### src/rtl/spi_flash_reader.sv
// SPI mode-0 master that issues a flash READ (0x03) and packs the returned
// bytes little-endian into 32-bit words written through the DRAM write port.
module spi_flash_reader #(
    parameter int CLK_DIV = 4,
    parameter int CS_HOLD = 8
) (
    input  logic        clk,
    input  logic        reset,
    input  logic        start,
    input  logic [23:0] flash_addr,
    input  logic [23:0] byte_count,
    input  logic [23:0] dram_base,
    output logic        busy,
    output logic        done,
    output logic        spi_cs,
    output logic        spi_clk,
    output logic        spi_si,
    input  logic        spi_so,
    output logic        dram_req,
    output logic [23:0] dram_addr,
    output logic        dram_we,
    output logic [31:0] dram_odata,
    input  logic        dram_ack
);
    localparam int DIV_W = (CLK_DIV > 1) ? $clog2(CLK_DIV) : 1;
    localparam int GAP_W = (CS_HOLD > 1) ? $clog2(CS_HOLD) : 1;
    localparam logic [DIV_W-1:0] DIV_LAST = DIV_W'(CLK_DIV - 1);
    localparam logic [GAP_W-1:0] GAP_LAST = GAP_W'(CS_HOLD - 1);

    typedef enum logic [2:0] {IDLE, CMD, DATA, WR_WAIT, CS_GAP} state_t;

    state_t            state;
    logic [DIV_W-1:0]  div_cnt;
    logic [GAP_W-1:0]  gap_cnt;
    logic [4:0]        bit_cnt;
    logic [30:0]       cmd_sr;
    logic [7:0]        byte_sr;
    logic [31:0]       word_data;
    logic [31:0]       packed_word;
    logic [1:0]        byte_in_word;
    logic [23:0]       bytes_left;
    logic [23:0]       base_q;
    logic [21:0]       word_index;
    logic              phase_end;

    // Current word with the byte just completed dropped into its lane.
    always_comb begin
        packed_word = word_data;
        packed_word[{byte_in_word, 3'b000} +: 8] = byte_sr;
    end

    assign phase_end = (div_cnt == DIV_LAST);

    always_ff @(posedge clk or negedge reset) begin
        if (!reset) begin
            state        <= IDLE;
            busy         <= 1'b0;
            done         <= 1'b0;
            spi_cs       <= 1'b1;
            spi_clk      <= 1'b0;
            spi_si       <= 1'b0;
            dram_req     <= 1'b0;
            dram_we      <= 1'b0;
            dram_addr    <= '0;
            dram_odata   <= '0;
            div_cnt      <= '0;
            gap_cnt      <= '0;
            bit_cnt      <= '0;
            cmd_sr       <= '0;
            byte_sr      <= '0;
            word_data    <= '0;
            byte_in_word <= '0;
            bytes_left   <= '0;
            base_q       <= '0;
            word_index   <= '0;
        end else begin
            done <= 1'b0;
            case (state)
                IDLE: begin
                    if (start) begin
                        // Command MSB (bit 7 of 0x03) goes out immediately; the rest waits in cmd_sr.
                        cmd_sr       <= {7'h03, flash_addr};
                        bytes_left   <= byte_count;
                        base_q       <= dram_base;
                        word_index   <= '0;
                        word_data    <= '0;
                        byte_in_word <= '0;
                        bit_cnt      <= '0;
                        div_cnt      <= '0;
                        if (byte_count == 24'd0) begin
                            done <= 1'b1;
                        end else begin
                            busy   <= 1'b1;
                            spi_cs <= 1'b0;
                            spi_si <= 1'b0;
                            state  <= CMD;
                        end
                    end
                end

                CMD, DATA: begin
                    if (!phase_end) begin
                        div_cnt <= div_cnt + DIV_W'(1);
                    end else begin
                        div_cnt <= '0;
                        if (!spi_clk) begin
                            spi_clk <= 1'b1;
                            if (state == DATA) begin
                                byte_sr <= {byte_sr[6:0], spi_so};
                            end
                        end else begin
                            spi_clk <= 1'b0;
                            bit_cnt <= bit_cnt + 5'd1;
                            if (state == CMD) begin
                                spi_si <= cmd_sr[30];
                                cmd_sr <= {cmd_sr[29:0], 1'b0};
                                if (bit_cnt == 5'd31) begin
                                    state   <= DATA;
                                    bit_cnt <= '0;
                                    spi_si  <= 1'b0;
                                end
                            end else if (bit_cnt[2:0] == 3'd7) begin
                                bit_cnt    <= '0;
                                bytes_left <= bytes_left - 24'd1;
                                if (byte_in_word == 2'd3 || bytes_left == 24'd1) begin
                                    dram_req     <= 1'b1;
                                    dram_we      <= 1'b1;
                                    dram_addr    <= base_q + {2'b00, word_index};
                                    dram_odata   <= packed_word;
                                    word_data    <= '0;
                                    byte_in_word <= '0;
                                    state        <= WR_WAIT;
                                end else begin
                                    word_data    <= packed_word;
                                    byte_in_word <= byte_in_word + 2'd1;
                                end
                            end
                        end
                    end
                end

                WR_WAIT: begin
                    if (dram_ack) begin
                        dram_req   <= 1'b0;
                        dram_we    <= 1'b0;
                        word_index <= word_index + 22'd1;
                        div_cnt    <= '0;
                        if (bytes_left != 24'd0) begin
                            state <= DATA;
                        end else begin
                            state   <= CS_GAP;
                            spi_cs  <= 1'b1;
                            gap_cnt <= '0;
                        end
                    end
                end

                CS_GAP: begin
                    if (gap_cnt == GAP_LAST) begin
                        done  <= 1'b1;
                        busy  <= 1'b0;
                        state <= IDLE;
                    end else begin
                        gap_cnt <= gap_cnt + GAP_W'(1);
                    end
                end

                default: state <= IDLE;
            endcase
        end
    end
endmodule
### config.mk
export PLATFORM = sky130hd
export DESIGN_NAME = spi_flash_reader
export DESIGN_NICKNAME = d
export VERILOG_FILES = /design/src/rtl/spi_flash_reader.sv
export SDC_FILE = /design/constraint.sdc
export NUM_CORES = 1
export LEC_CHECK = 0
export ABC_CLOCK_PERIOD_IN_PS = 3470
export CAP_MARGIN = 20
export CORE_MARGIN = 2
export CORE_UTILIZATION = 40
export CTS_BUF_LIST = sky130_fd_sc_hd__clkbuf_16
export DETAILED_ROUTE_END_ITERATION = 8
export SYNTH_ARGS = -nofsm -noshare
export SYNTH_HDL_FRONTEND = slang
export SYNTH_SLANG_ARGS = --single-unit
### constraint.sdc
create_clock -name clk -period 3.47 [get_ports clk]
set_input_delay 1.041 -clock clk [delete_from_list [all_inputs] [get_ports clk]]
set_output_delay 1.041 -clock clk [all_outputs]
set_load 0.03 [all_outputs]
# Word-level counts from Yosys, hierarchy flattened
# Index checks and enable logic that the tools add are counted.
[word_totals] register_bits=218 ramBits=0 input_bits=77 memories=0 latch_bits=0 rom_bits=0 elab_cells=163
[classes] multipliers=0 bitwise_logic=2 n_div=0 addsub=8 eq_ne=25 n_mux=81 magnitude_cmp=0 n_reduce_logical=26 n_shift=2
[ops] cell="32-bit 2-to-1 mux" n=6
[ops] cell="31-bit 2-to-1 mux" n=4
[ops] cell="24-bit 2-to-1 mux" n=5
[ops] cell="32-bit one-hot mux with 2 select lines" n=1
[ops] cell="31-bit one-hot mux with 2 select lines" n=1
[ops] cell="24-bit one-hot mux with 2 select lines" n=1
[ops] cell="22-bit 2-to-1 mux" n=2
[ops] cell="22-bit one-hot mux with 2 select lines" n=1
[ops] cell="3-bit 2-to-1 mux" n=14
[ops] cell="32-bit bitwise mux" n=1
[ops] cell="8-bit by 7-bit variable shift with 32-bit output (first input constant)" n=1
[ops] cell="8-bit by 7-bit indexed part select with 32-bit output" n=1
[ops] cell="5-bit 2-to-1 mux" n=6
[ops] cell="24-bit by 22-bit adder with 24-bit output" n=1
[ops] cell="24-bit by 1-bit == test with 1-bit output (second input constant)" n=1
[ops] cell="24-bit logical NOT" n=1
[ops] cell="2-bit inequality test (second input constant)" n=12
[ops] cell="24-bit nonzero test" n=1
[ops] cell="24-bit by 1-bit subtractor with 24-bit output (second input constant)" n=1
[ops] cell="22-bit by 1-bit adder with 22-bit output (second input constant)" n=1
[ops] cell="1-bit 2-to-1 mux" n=21
[ops] cell="6-bit AND reduction" n=3
[ops] cell="2-bit 2-to-1 mux" n=8
[ops] cell="4-bit AND reduction" n=4
[ops] cell="27 further kinds" n=46

# Longest topological paths before layout
# Gate-level depths: netlist of the first run.
[logic_depth] word_depth=9 ltp_mapped=9

# Worst setup path after synthesis of the first run
# No wires, ideal clock.
[synth_path] kind="input -> register" startpoint="input port start" endpoint="register word_data[10]" setup_slack_ns=0.593 arrival_time_ns=2.810 t_required_ns=3.403 stages=6 path_buffers=1 setup_time_ns=0.067 cell_sequence="or3b_2 > buf_2 > a211oi_4 > nand3_4 > o21ai_1 > a22o_1"
[synth_between] elab_chain_cells=2
[synth_lines] element="start: declaration" line_no="9" rtl="input logic start,"
[synth_lines] element="2-bit inequality test (no line)"
[synth_lines] element="6-bit AND reduction (no line)"
[synth_lines] element="end signal: assignment" line_no="134" rtl="word_data <= packed_word;"
[synth_lines] element="end: declaration" line_no="38" rtl="logic [31:0] word_data;"
# No other way between the ends.
# A chain may end at the register's enable or synchronous reset.

# Final worst setup path of the first run
[layout_path] startpoint="input port start" endpoint="register word_data[17]"
# The elaborated chain is that of the path after synthesis.

==> impl_metrics.env, run 1 <==
export IMPL_status="completed"
export IMPL_die_y_um=172
export IMPL_peakVddDrop_mv=0.337
export IMPL_rsz0062_at_grt="false"
export IMPL_io_pins=140
export IMPL_multi_input_area_sq_mm=0.00540
export IMPL_r2r_setup_slack_ns=0.66
export IMPL_crit_buf_inv=1
export IMPL_grt_util_all_layers=0.196
export IMPL_pwr_share_comb=0.045
export IMPL_leakage_nw=6.07
export IMPL_drcViolationCount=0
export IMPL_worst_hold_slack_ns=0.473
export IMPL_hold_violations=0
export IMPL_ff_latch_area_sq_mm=0.00546
export IMPL_synthCells=1186
export IMPL_crit_start="start"
export IMPL_hpwl_mm=19.9
export IMPL_syn_cell_area_sq_mm=0.0113
export IMPL_cts_tree="yes"
export IMPL_cts_sinks=218
export IMPL_place_congestion=0.867
export IMPL_yosys_area_top_type="dfrtp_1"
export IMPL_worstMarginPinSlew_ns=1.06
export IMPL_postRouteAntennaNets=0
export IMPL_root_buffer="clkbuf_16"
export IMPL_slowest_delay_ns=0.60
export IMPL_h_tree_depth=1
export IMPL_cp_max_fo=10
export IMPL_layout_drive_gt1_share=0.103
export IMPL_ys_top_cells_by_count="dfrtp_1, nor2_1, nand2_1"
export IMPL_max_clock_freq_mhz=342
export IMPL_timing_final_crit_period_ns=2.93
export IMPL_required_ns=3.94
export IMPL_yosysWarnings=0
export IMPL_synth_edff_count=0
export IMPL_num_vias=9404
export IMPL_synth_top_cell_area_share=0.482
export IMPL_synthTopCellsByArea="dfrtp_1, nor2_1, nand2_1"
export IMPL_syn_to_final_growth_pct=24.8
export IMPL_finalNonFillerCells=1713
export IMPL_hold_end="dram_addr[12]$_DFFE_PN0P_"
export IMPL_clk_pin_slew_ns=0.05
export IMPL_critPathArrivalTime_ns=3.39
export IMPL_power_density_mw_per_mm2=401
export IMPL_initial_utilization=0.405
export IMPL_postSynthRegisterBits=218
export IMPL_fillCellCount=2635
export IMPL_relSlewSlack=0.288
export IMPL_wl_mm=28.5
export IMPL_intPower_mw=4.38
export IMPL_synthesis_nets=1302
export IMPL_slew_violations=0
export IMPL_grt_pass1_vias=8971
export IMPL_post_cts_buffers=0
export IMPL_diodes=0
export IMPL_grt_pass1_wl_mm=46.9
export IMPL_hold_start="dram_addr[12]$_DFFE_PN0P_"
export IMPL_cp_slowest_cell="or3b_2"
export IMPL_firstDrtPassIters=5
export IMPL_antenna_found_initial=0
export IMPL_netSwitchingPower_mw=1.25
export IMPL_end_kind="flop"
export IMPL_crit_path_start_kind="input port"
export IMPL_clkPwrFrac=0.494
export IMPL_core_area_sq_mm=0.0278
export IMPL_path_cells="clkdlybuf4s50_1 -> or3b_2 -> a211oi_4 -> nand3_4 -> o21ai_2 -> a22o_1"
export IMPL_reg2reg_from="bytes_left[10]$_DFFE_PN0P_"
export IMPL_rows=61
export IMPL_async_flop_share=1.00
export IMPL_grt_max_degree=88
export IMPL_die_w_um=172
export IMPL_wl_per_cell_um=16.6
export IMPL_fin_nets=1432
export IMPL_hold_path_class="reg2reg"
export IMPL_drv_cap=0
export IMPL_ys_types=72
export IMPL_syn_avg_cell_area_sq_um=9.50
export IMPL_hold_buffers=0
export IMPL_cts_resized=0
export IMPL_clock_latency_ns=0.54
export IMPL_p_sw_frac=0.223
export IMPL_cts_max_path_buffers=3
export IMPL_dpl_cell_count=1667
export IMPL_vias_per_cell=5.49
export IMPL_io_buffer_count=139
export IMPL_power_frac_seq=0.461
export IMPL_finalSetupTns_ns=0
export IMPL_path_class="in2reg"
export IMPL_synth_most_common_cell="dfrtp_1"
export IMPL_die_area_sq_mm=0.0295
export IMPL_synth_main_ff_cell="dfrtp_1"
export IMPL_crit_family="compound AO/OA/AOI/OAI gates"
export IMPL_setup_viol=0
export IMPL_whs_path_depth=2
export IMPL_reg2reg_depth=7
export IMPL_numCtsBuffers=25
export IMPL_synth_seq_area_share=0.485
export IMPL_drt_iter0_drc=682
export IMPL_finalCritPeriodShare=0.843
export IMPL_worst_r2r_endpoint="dram_odata[17]$_DFFE_PN0P_"
export IMPL_finClkSkew_ns=0.0167
export IMPL_fin_util=0.506
export IMPL_grt_ovfl_total=0
==> sequential cells by signal, indices dropped and copies added (netlist names), 2 cells and up <==
| name | count |
|---|---|
| byte_in_word | 2 |
| bit_cnt | 5 |
| div_cnt | 2 |
| gap_cnt | 3 |
| word_index | 22 |
| cmd_sr | 31 |
| state | 3 |
| word_data | 32 |
| base_q | 24 |
| byte_sr | 8 |
| dram_odata | 32 |
| bytes_left | 24 |
| dram_addr | 24 |
==> worst max path at each step <==
stage	to	slack, ns	cells after the start
2_1_floorplan	word_data[10]$_DFFE_PN0P_	0.59	6
5_1_grt	dram_addr[20]$_DFFE_PN0P_	0.34	10
4_1_cts	word_data[23]$_DFFE_PN0P_	0.58	6
3_5_place_dp	word_data[16]$_DFFE_PN0P_	0.01	6
3_3_place_gp	word_index[20]$_DFFE_PN0P_	0.08	6
6_report	word_data[17]$_DFFE_PN0P_	0.54	6
==> placed cells by master, fill, tap and decap left out, types with 8 or more instances in the layout <==
cell type        Yosys  layout
mux2_2              33      33
a221oi_1            34      34
nand4_1             17      17
dfrtp_1            217     217
o21ai_0             64      64
xnor2_1             13      13
clkdlybuf4s50_1      0     138
clkinv_1             2       9
inv_1               34      36
nor3_1              21      20
nand2_1            134     134
or3_1                8       8
ha_1                38      38
o31ai_1              9       9
a31oi_1             33      33
or2_2                9      10
a21oi_1             63      63
a22o_1              35      35
xor2_1              16      16
nor2_1             154     152
o21a_1              10      10
nand2b_1             8       8
nor4_1              17      17
clkbuf_16            0      25
buf_4                1      32
nand3_1             34      34
==> metrics by stage <==
step           power [mW]  worst slack, ns  cell area [sq um]
6_report             5.64            0.545              14000
5_1_grt              5.84            0.343              14000
3_3_place_gp         2.90           0.0819              13200
4_1_cts              5.71            0.583              14000
3_5_place_dp         2.90           0.0121              13200
2_1_floorplan        2.71            0.593              11300
==> logic make-up (layout without fill, tap and decap cells) <==
group | Yosys count | after routing | synth area share
AND/OR/NAND/NOR | 444 | 444 | 0.183
AO/OA/AOI/OAI | 311 | 311 | 0.191
flip-flops | 218 | 218 | 0.485
buffers and inverters | 108 | 257 | 0.0386
adder cells (fa/ha/maj) | 39 | 39 | 0.0440
multiplexers | 37 | 37 | 0.0366
XOR/XNOR | 29 | 29 | 0.0226
==> power by group through the flow <==
stage / Sequential (mW) / Combinational, mW / Clock (mW)
finish: 2.60 / 0.253 / 2.79
detailed placement: 2.65 / 0.256 / 0
floorplan: 2.63 / 0.0868 / 0
global route: 2.60 / 0.283 / 2.95
global placement: 2.65 / 0.255 / 0
CTS: 2.60 / 0.258 / 2.85
==> cell type report <==
| class | instances | share of cell area |
|---|---|---|
| Clock buffer | 25 | 0.0445 |
| Clock inverter | 21 | 0.0171 |
| Inverter | 36 | 0.00962 |
| Multi-Input combinational cell | 860 | 0.385 |
| Sequential cell | 218 | 0.388 |
| Tap cell | 378 | 0.0337 |
| Timing Repair Buffer | 175 | 0.122 |
==> routing by layer <==
| layer | global-route usage | vias up | part of all wire |
|---|---|---|---|
| met4 | 0.0420 | 0 | 0.017 |
| met3 | 0.0251 | 38 | 0.051 |
| met2 | 0.307 | 236 | 0.44 |
| met1 | 0.290 | 4579 | 0.49 |
| li1 | - | 4551 | - |
| met5 | 0 | - | 0 |
==> worst reg2reg max path: cells and delay by family, from the launching register on <==
| kind | cells | cell delay (ns) |
|---|---|---|
| AO/OA/AOI/OAI | 2 | 0.45 |
| flip-flops | 1 | 0.45 |
| buffers and inverters | 1 | 0.33 |
| AND/OR/NAND/NOR | 4 | 1.48 |
No activity file was read; power rests on OpenSTA's default activity.
==> run 2: changes to the inputs <==
--- a/config.mk
+++ b/config.mk
@@ -5,7 +5,7 @@
 export SDC_FILE = /design/constraint.sdc
 export NUM_CORES = 1
 export LEC_CHECK = 0
-export ABC_CLOCK_PERIOD_IN_PS = 3470
+export ABC_CLOCK_PERIOD_IN_PS = 2700
 export CAP_MARGIN = 20
 export CORE_MARGIN = 2
 export CORE_UTILIZATION = 40
==> constraint.sdc (replaced) <==
create_clock -name clk -period 2.7 [get_ports clk]
set_input_delay 0.81 -clock clk [delete_from_list [all_inputs] [get_ports clk]]
set_output_delay 0.81 -clock clk [all_outputs]
set_load 0.03 [all_outputs]
==> impl_metrics.env, run 2 (synthesized netlist as in run 1, its figures left out) <==
export IMPL_fin_util=0.517
export IMPL_postRouteAntennaNets=0
export IMPL_grt_max_degree=73
export IMPL_reg_top3="dram_odata x32, word_data x32, cmd_sr x31"
export IMPL_multi_input_area_sq_mm=0.00541
export IMPL_end_kind="flop"
export IMPL_drcViolationCount=0
export IMPL_wl_met1_mm=13.9
export IMPL_final_cell_mix="dfrtp_1, nor2_1, clkdlybuf4s50_1"
export IMPL_hpwl_mm=20.3
export IMPL_place_congestion=0.860
export IMPL_diodes=0
export IMPL_clkPwrFrac=0.453
export IMPL_peakVddDrop_mv=0.371
export IMPL_rsz0062_at_grt="true"
export IMPL_finClkSkew_ns=0.00940
export IMPL_finalCritPeriodShare=0.960
export IMPL_grt_pass1_vias=8944
export IMPL_power_density_mw_per_mm2=470
export IMPL_critPathArrivalTime_ns=3.05
export IMPL_ff_latch_area_sq_mm=0.00546
export IMPL_crit_start="base_q[0]$_DFFE_PN0P_"
export IMPL_wl_met3_mm=1.37
export IMPL_vias_per_cell=5.36
export IMPL_timing_final_crit_period_ns=2.59
export IMPL_wl_mm=28.6
export IMPL_netSwitchingPower_mw=1.51
export IMPL_final_cell_area_sq_mm=0.0144
export IMPL_leakage_nw=6.29
export IMPL_power_mw=6.75
export IMPL_rows=61
export IMPL_drt_iter0_drc=620
export IMPL_layout_commonest_cell="dfrtp_1"
export IMPL_cts_tree="yes"
export IMPL_cp_max_fo=3
export IMPL_antenna_found_initial=0
export IMPL_finalSetupTns_ns=0
export IMPL_grt_pass1_wl_mm=46.5
export IMPL_slew_violations=0
export IMPL_reg2reg_depth=10
export IMPL_core_area_sq_mm=0.0278
export IMPL_layout_drive_gt1_share=0.133
export IMPL_routed_top_layer="met4"
export IMPL_path_class="reg2reg"
export IMPL_fin_nets=1485
export IMPL_reg2reg_from="base_q[0]$_DFFE_PN0P_"
export IMPL_fillCellCount=2654
export IMPL_pwr_share_comb=0.052
export IMPL_wl_per_cell_um=16.2
export IMPL_cts_max_path_buffers=3
export IMPL_clock_latency_ns=0.52
export IMPL_setup_viol=0
export IMPL_r2r_setup_slack_ns=0.11
export IMPL_clk_pin_slew_ns=0.06
export IMPL_p_sw_frac=0.224
export IMPL_drv_cap=0
export IMPL_worstMarginPinSlew_ns=0.891
export IMPL_max_clock_freq_mhz=386
export IMPL_syn_to_final_growth_pct=27.5
export IMPL_hold_path_class="in2async"
export IMPL_firstDrtPassIters=5
export IMPL_h_tree_depth=1
export IMPL_hold_violations=0
export IMPL_worst_hold_slack_ns=0.224
export IMPL_wl_met2_mm=12.8
export IMPL_grt_util_all_layers=0.195
export IMPL_root_buffer="clkbuf_16"
export IMPL_num_vias=9455
export IMPL_io_buffer_count=139
export IMPL_crit_path_start_kind="flop"
export IMPL_status="completed"
export IMPL_grt_ovfl_total=0
export IMPL_place_area_sq_mm=0.0136
export IMPL_relSlewSlack=0.401
export IMPL_worst_r2r_endpoint="dram_addr[20]$_DFFE_PN0P_"
export IMPL_required_ns=3.15
export IMPL_die_area_sq_mm=0.0295
export IMPL_intPower_mw=5.24
export IMPL_initial_utilization=0.405
export IMPL_io_pins=140
export IMPL_power_frac_seq=0.495
export IMPL_numCtsBuffers=25
export IMPL_post_cts_buffers=0
export IMPL_die_w_um=172
export IMPL_cts_sinks=218
export IMPL_die_y_um=172
-- run 2: cell types whose count changed in the layout (fill, tap and decap cells not counted), sizes merged --
cell,delta
clkinvlp,-1
bufinv,-4
buf,+53
inv,+3
-- run 2: routing by layer --
layer / global-route usage / vias up
li1: - / 4675
met1: 0.288 / 4549
met2: 0.305 / 200
met3: 0.0292 / 31
met4: 0.0376 / 0
met5: 0 / -
-- run 2: area by class of cell --
type / count / area share
flip-flops and latches: 218 / 0.380
clock inverters: 19 / 0.00741
multi-input cells: 860 / 0.377
clock buffers: 25 / 0.0436
repair buffers: 228 / 0.150
inverters: 36 / 0.00941
well taps: 378 / 0.0329
-- run 2: how the worst max path moves through the flow --
stage	endpoint	slack (ns)	cells past startpoint
2_1_floorplan	word_data[10]$_DFFE_PN0P_	0.05	6
3_3_place_gp	word_data[28]$_DFFE_PN0P_	-0.42	6
3_5_place_dp	word_index[15]$_DFFE_PN0P_	-0.48	6
4_1_cts	word_index[15]$_DFFE_PN0P_	0.06	6
5_1_grt	dram_addr[20]$_DFFE_PN0P_	-0.02	9
6_report	dram_addr[20]$_DFFE_PN0P_	0.11	10
-- run 2: worst max-delay path: stages (launching register included) --
cell       delay [ns]
dfrtp_1          0.36
ha_1             0.17
inv_1            0.05
fa_1             0.41
nor2b_1          0.17
o211ai_1         0.24
a2111oi_2        0.42
buf_4            0.19
o211ai_1         0.11
or3_1            0.32
nand3_1          0.09
-- run 2: power by group through the flow --
stage          clock network, mW  logic (mW)  registers, mW
2_1_floorplan                  0       0.112           3.38
3_3_place_gp                   0       0.351           3.40
3_5_place_dp                   0       0.354           3.40
4_1_cts                     3.16       0.355           3.34
5_1_grt                     3.31       0.387           3.35
6_report                    3.06       0.348           3.34
-- run 2: repair_timing --
item,CTS,global route
gates resized for setup,0,3
endpoints found under the setup margin,0,12
hold buffers,0,0
endpoints found under the hold margin,0,0
-- run 2: metrics by stage --
stage                     worst slack [ns]  instances
after floorplan                     0.0541       1186
after global placement              -0.418       1720
after detailed placement            -0.477       1720
after CTS                           0.0558       1764
after global routing               -0.0157       1764
final                                0.108       1764
==> patch 1, RTL diff (settings of run 1) <==
`CS_HOLD`: 8 -> 4.
--- a/src/rtl/spi_flash_reader.sv
+++ b/src/rtl/spi_flash_reader.sv
@@ -3,5 +3,5 @@
 module spi_flash_reader #(
     parameter int CLK_DIV = 4,
-    parameter int CS_HOLD = 8
+    parameter int CS_HOLD = 4
 ) (
     input  logic        clk,
Behaviour: no difference found for any inputs over 4 cycles, from zero or initial values and one cycle with reset low; that may be too few to reach the edited logic, so the function may still have changed.
==> patch 1 against run 1 <==
Setup slack lost 0.067 ns. Cell area fell by 3.6%. Cell count fell by 6.7%. Worst hold slack better by 0.0047 ns. Routed wire length decreased by 8.6%. Critical endpoint is now dram_odata[29]. Critical path type unchanged. Sequential cell count shrank 1. Synthesized cell count shrank 6.7%. Synthesized area decreased by 3.0%. Count of clock-buffer cells in the layout is the same.
Power is not compared: it rests on default switching activity, and its combinational part moved more than twofold at a synthesized area within 25%.
==> patch 1: results (changes against run 1) <==
number of global-route vias before repair 8536 (was 8971); crit path capture dram_odata[29] (was word_data[17]); first-pass GRT wire length 44200 microns (was 46900 microns); gr usage total 18.6% (was 19.6%); worst r2r dst dram_addr[16] (was dram_odata[17]); ratio of cells with drive above 1 in the final layout 9.22% (was 10.3%); total wire length 26000 microns (was 28500 microns); Max Slew Vio Count 0 (unchanged); sequential area share after synthesis 49.7% (was 48.5%); clock latency on the worst-skew pair 0.51 ns (was 0.54 ns); setup slack, reg-to-reg 0.59 ns (was 0.66 ns); Worst Path Max Fanout 31 (was 10); status completed (unchanged); drt drc 0 (unchanged); die area 28600 sq um (was 29500 sq um); Post-synth top cells 216 x dfrtp_1, 127 x nor2_1, 119 x nand2_1 (was 217 x dfrtp_1, 154 x nor2_1, 134 x nand2_1); Async S/R FF share, synth 100% (unchanged); vias per cell 5.44 (was 5.49); Distinct cells, synth 68 (was 72); First-pass DRT Iterations 6 (was 5); routability cong. 0.831 (was 0.867); clk_skew 0.00781 ns (was 0.0167 ns); Crit-path slowest cell or3_2 (was or3b_2); reg2reg start word_index[0] (was bytes_left[10]); Initial DRC Count 544 (was 682); fin nets 1355 (was 1432); pin count of the biggest net entering global routing 87 (was 88); Slew HR 31.5% (was 28.8%); CP top delay family simple AND/OR/NAND/NOR gates (was compound AO/OA/AOI/OAI gates); top cells by area, synth dfrtp_1 49%, o21ai_0 5.2%, nor2_1 4.4% (was dfrtp_1 48%, nor2_1 5.1%, nand2_1 4.5%); Reg2Reg Depth 10 (was 7)
==> patch 1: cell type report <==
class	instances	area, sq um
Fill cell	2536	13300
Sequential cell	217	5430
Multi-Input combinational cell	805	5150
Timing Repair Buffer	165	1680
Clock buffer	25	626
Tap cell	341	427
Clock inverter	20	138
Inverter	26	97.6
==> patch 1: where the power goes <==
part	leakage [uW]	internal [uW]	switching [uW]
Combinational	0.00262	1220	1660
Sequential	0.00288	3130	456
Clock	0.000394	1450	1030
Total	0.00589	5800	3140
==> patch 1: through the flow <==
| stage | std cells | instance area [sq um] | setup TNS (ns) | hold WS, ns | setup WS (ns) |
|---|---|---|---|---|---|
| finish | 1599 | 13500 | 0 | 0.477 | 0.478 |
| global route | 1599 | 13500 | 0 | 0.498 | 0.314 |
| CTS | 1599 | 13500 | 0 | 0.483 | 0.483 |
| detailed placement | 1554 | 12800 | -0.157 | 0.469 | -0.0592 |
| global placement | 1554 | 12800 | 0 | 0.461 | 0.0294 |
| floorplan | 1107 | 10900 | 0 | 0.449 | 0.760 |
==> patch 1: worst register-to-register path, cell delays in order (launching register included) <==
cell and delay (ns):
dfrtp_1 0.41, ha_1 0.19, inv_1 0.05, fa_1 0.39, nor2b_1 0.17, o211ai_1 0.14
a31oi_1 0.43, o21ai_0 0.29, a21oi_1 0.29, mux2i_1 0.26, o311ai_2 0.12
==> patch 1: cells by family (layout without fill, tap and decap cells) <==
logic type               count (synthesis)  in the layout  share of synthesized area [%]
XOR/XNOR                                40             40                           3.21
AO/OA/AOI/OAI                          294            294                           17.5
AND/OR/NAND/NOR                        377            377                           16.2
adder cells (fa/ha/maj)                 38             38                           4.42
flip-flops                             217            217                           49.7
buffers and inverters                   85            236                           3.38
multiplexers                            56             56                           5.49
==> patch 1: worst min path at each step <==
stage / slack [ns] / cells past startpoint / start / endpoint
3_5_place_dp: 0.47 / 2 / dram_addr[19] / dram_addr[19]
5_1_grt: 0.50 / 2 / cmd_sr[23] / cmd_sr[23]
4_1_cts: 0.48 / 2 / dram_addr[19] / dram_addr[19]
2_1_floorplan: 0.45 / 2 / cmd_sr[0] / cmd_sr[0]
6_report: 0.48 / 2 / cmd_sr[27] / cmd_sr[27]
3_3_place_gp: 0.46 / 2 / cmd_sr[27] / cmd_sr[27]
==> patch 1: layer usage <==
metal	global-route usage, %	wire length (microns)	part of all wire [%]
met1	26.2	12100	47
met2	29.6	11900	46
met3	3.73	1450	5.6
met4	4.42	565	2.2
met5	0	0	0
==> patch 2, RTL diff (settings of run 1) <==
Without the edit above. Encoding of `state_t`: now one-hot (5 bits for 5 states).
--- a/src/rtl/spi_flash_reader.sv
+++ b/src/rtl/spi_flash_reader.sv
@@ -28,5 +28,5 @@
     localparam logic [GAP_W-1:0] GAP_LAST = GAP_W'(CS_HOLD - 1);
 
-    typedef enum logic [2:0] {IDLE, CMD, DATA, WR_WAIT, CS_GAP} state_t;
+    typedef enum logic [4:0] {IDLE = 5'b00001, CMD = 5'b00010, DATA = 5'b00100, WR_WAIT = 5'b01000, CS_GAP = 5'b10000} state_t;
 
     state_t            state;
Behaviour: no difference found for any inputs over 4 cycles, from zero or initial values and one cycle with reset low; so few cycles prove little.
==> patch 2 against run 1 <==
Via count decreased by 5.7%. Routed wire length is 6.5% lower. Setup slack improved by 0.022 ns. Critical path depth is 1 higher. First-iteration DRC count fell by 25%. Cell area is 2.8% lower. Fmax rose by 0.76%. Synthesized area fell by 1.9%. Worst hold slack gained 0.0038 ns. Sequential cell count rose by 2. Critical endpoint is now dram_odata[31]. Largest cell class unchanged.
Power is not compared: it rests on default switching activity, and its combinational part moved more than twofold at a synthesized area within 25%.
==> patch 2: results (changes against run 1) <==
status completed (unchanged); routability cong. 0.816 (was 0.867); root buf cell clkbuf_16 (unchanged); worst r2r dst dram_odata[31] (was dram_odata[17]); Worst Path Max Fanout 28 (was 10); sequential area share after synthesis 49.8% (was 48.5%); Distinct cells, synth 68 (was 72); Post-synth top cells 218 x dfrtp_1, 136 x nand2_1, 118 x nor2_1 (was 217 x dfrtp_1, 154 x nor2_1, 134 x nand2_1); top cells by area, synth dfrtp_1 49%, o21ai_0 4.6%, nand2_1 4.6% (was dfrtp_1 48%, nor2_1 5.1%, nand2_1 4.5%); Slew HR 40.3% (was 28.8%); worst min path class reg2reg (unchanged); met3 Use GR 3.16% (was 2.51%); fin nets 1379 (was 1432); detailed placement HPWL 18400 microns (was 19900 microns); reg2reg start bytes_left[6] (was bytes_left[10]); CP top delay family simple AND/OR/NAND/NOR gates (was compound AO/OA/AOI/OAI gates); # diodes 0 (unchanged); M1 GR Usage 26.9% (was 29.0%); Max clock buf depth 3 (unchanged); Initial DRC Count 509 (was 682); Via Count 8870 (was 9404); CTS resizes 0 (unchanged); YS warnings 0 (unchanged); DR WL met3 1200 microns (was 1450 microns); clock latency on the worst-skew pair 0.52 ns (was 0.54 ns); Post-Syn Nets 1246 (was 1302); number of fill cells 2499 (was 2635); met1 wire length 12900 microns (was 13900 microns); f_max 344 MHz (was 342 MHz); ratio of cells with drive above 1 in the final layout 8.81% (was 10.3%); setup slack, reg-to-reg 0.57 ns (was 0.66 ns); Async S/R FF share, synth 100% (unchanged); Worst Path Arrival 3.29 ns (was 3.39 ns); Crit-path slowest cell or4_4 (was or3b_2); CTS Buf Count 26 (was 25); Setup Crit Path Kind reg2reg (was in2reg); post-CTS setup-driven buffer insertion count 0 (unchanged); total wire length 26600 microns (was 28500 microns); number of global-route vias before repair 8697 (was 8971); met2 usage 29.5% (was 30.7%); clk_skew 0.0131 ns (was 0.0167 ns); Met2 Wirelength 11900 microns (was 12600 microns); crit-path max cell delay 0.61 ns; clock-pin slew on the worst setup and hold paths 0.06 ns; first-pass GRT wire length 44600 microns (was 46900 microns); reported leakage power 0.00614 uW; pre-CTS setup slack 0.313 ns (was 0.0121 ns); gr usage total 18.7% (was 19.6%)
==> patch 2: changes by cell type in the layout (fill, tap and decap cells not counted), sizes merged, moves of 12 or more <==
cell          run 1  this run
nor2            156       118
o21ai            68       106
a31oi            34         5
mux2i             4        25
nand3            35        22
buf              37        25
==> patch 2: cell families (layout without fill, tap and decap cells) <==
family                   count (synthesis)  count (layout)  synth area share [%]
multiplexers                            57              57                  5.52
flip-flops                             220             220                  49.8
XOR/XNOR                                32              32                  2.54
AO/OA/AOI/OAI                          308             308                  18.1
AND/OR/NAND/NOR                        391             391                  16.5
buffers and inverters                   85             237                  3.14
adder cells (fa/ha/maj)                 38              38                  4.37
==> patch 2: final cells by class <==
class,count,share of cell area [%]
tap,341,3.13
sequential,220,40.4
clock inverter,20,0.834
multi-input combinational,826,38.2
clock buffer,27,4.95
inverter,27,0.743
timing repair buffer,163,11.8
==> patch 2: how the worst min path moves through the flow <==
stage | startpoint | endpoint | slack, ns | cells after the start
after floorplan | cmd_sr[0] | cmd_sr[0] | 0.45 | 2
after global placement | dram_addr[1] | dram_addr[1] | 0.46 | 2
after detailed placement | dram_addr[0] | dram_addr[0] | 0.47 | 2
after CTS | dram_addr[0] | dram_addr[0] | 0.48 | 2
after global routing | cmd_sr[27] | cmd_sr[27] | 0.51 | 2
final | dram_addr[0] | dram_addr[0] | 0.48 | 2
==> patch 2: metrics by stage <==
step           instance area (sq um)  hold slack, ns  std cells
2_1_floorplan                  11100           0.449       1131
3_5_place_dp                   12900           0.467       1577
3_3_place_gp                   12900           0.461       1577
6_report                       13600           0.476       1624
4_1_cts                        13600           0.482       1624
5_1_grt                        13600           0.506       1624
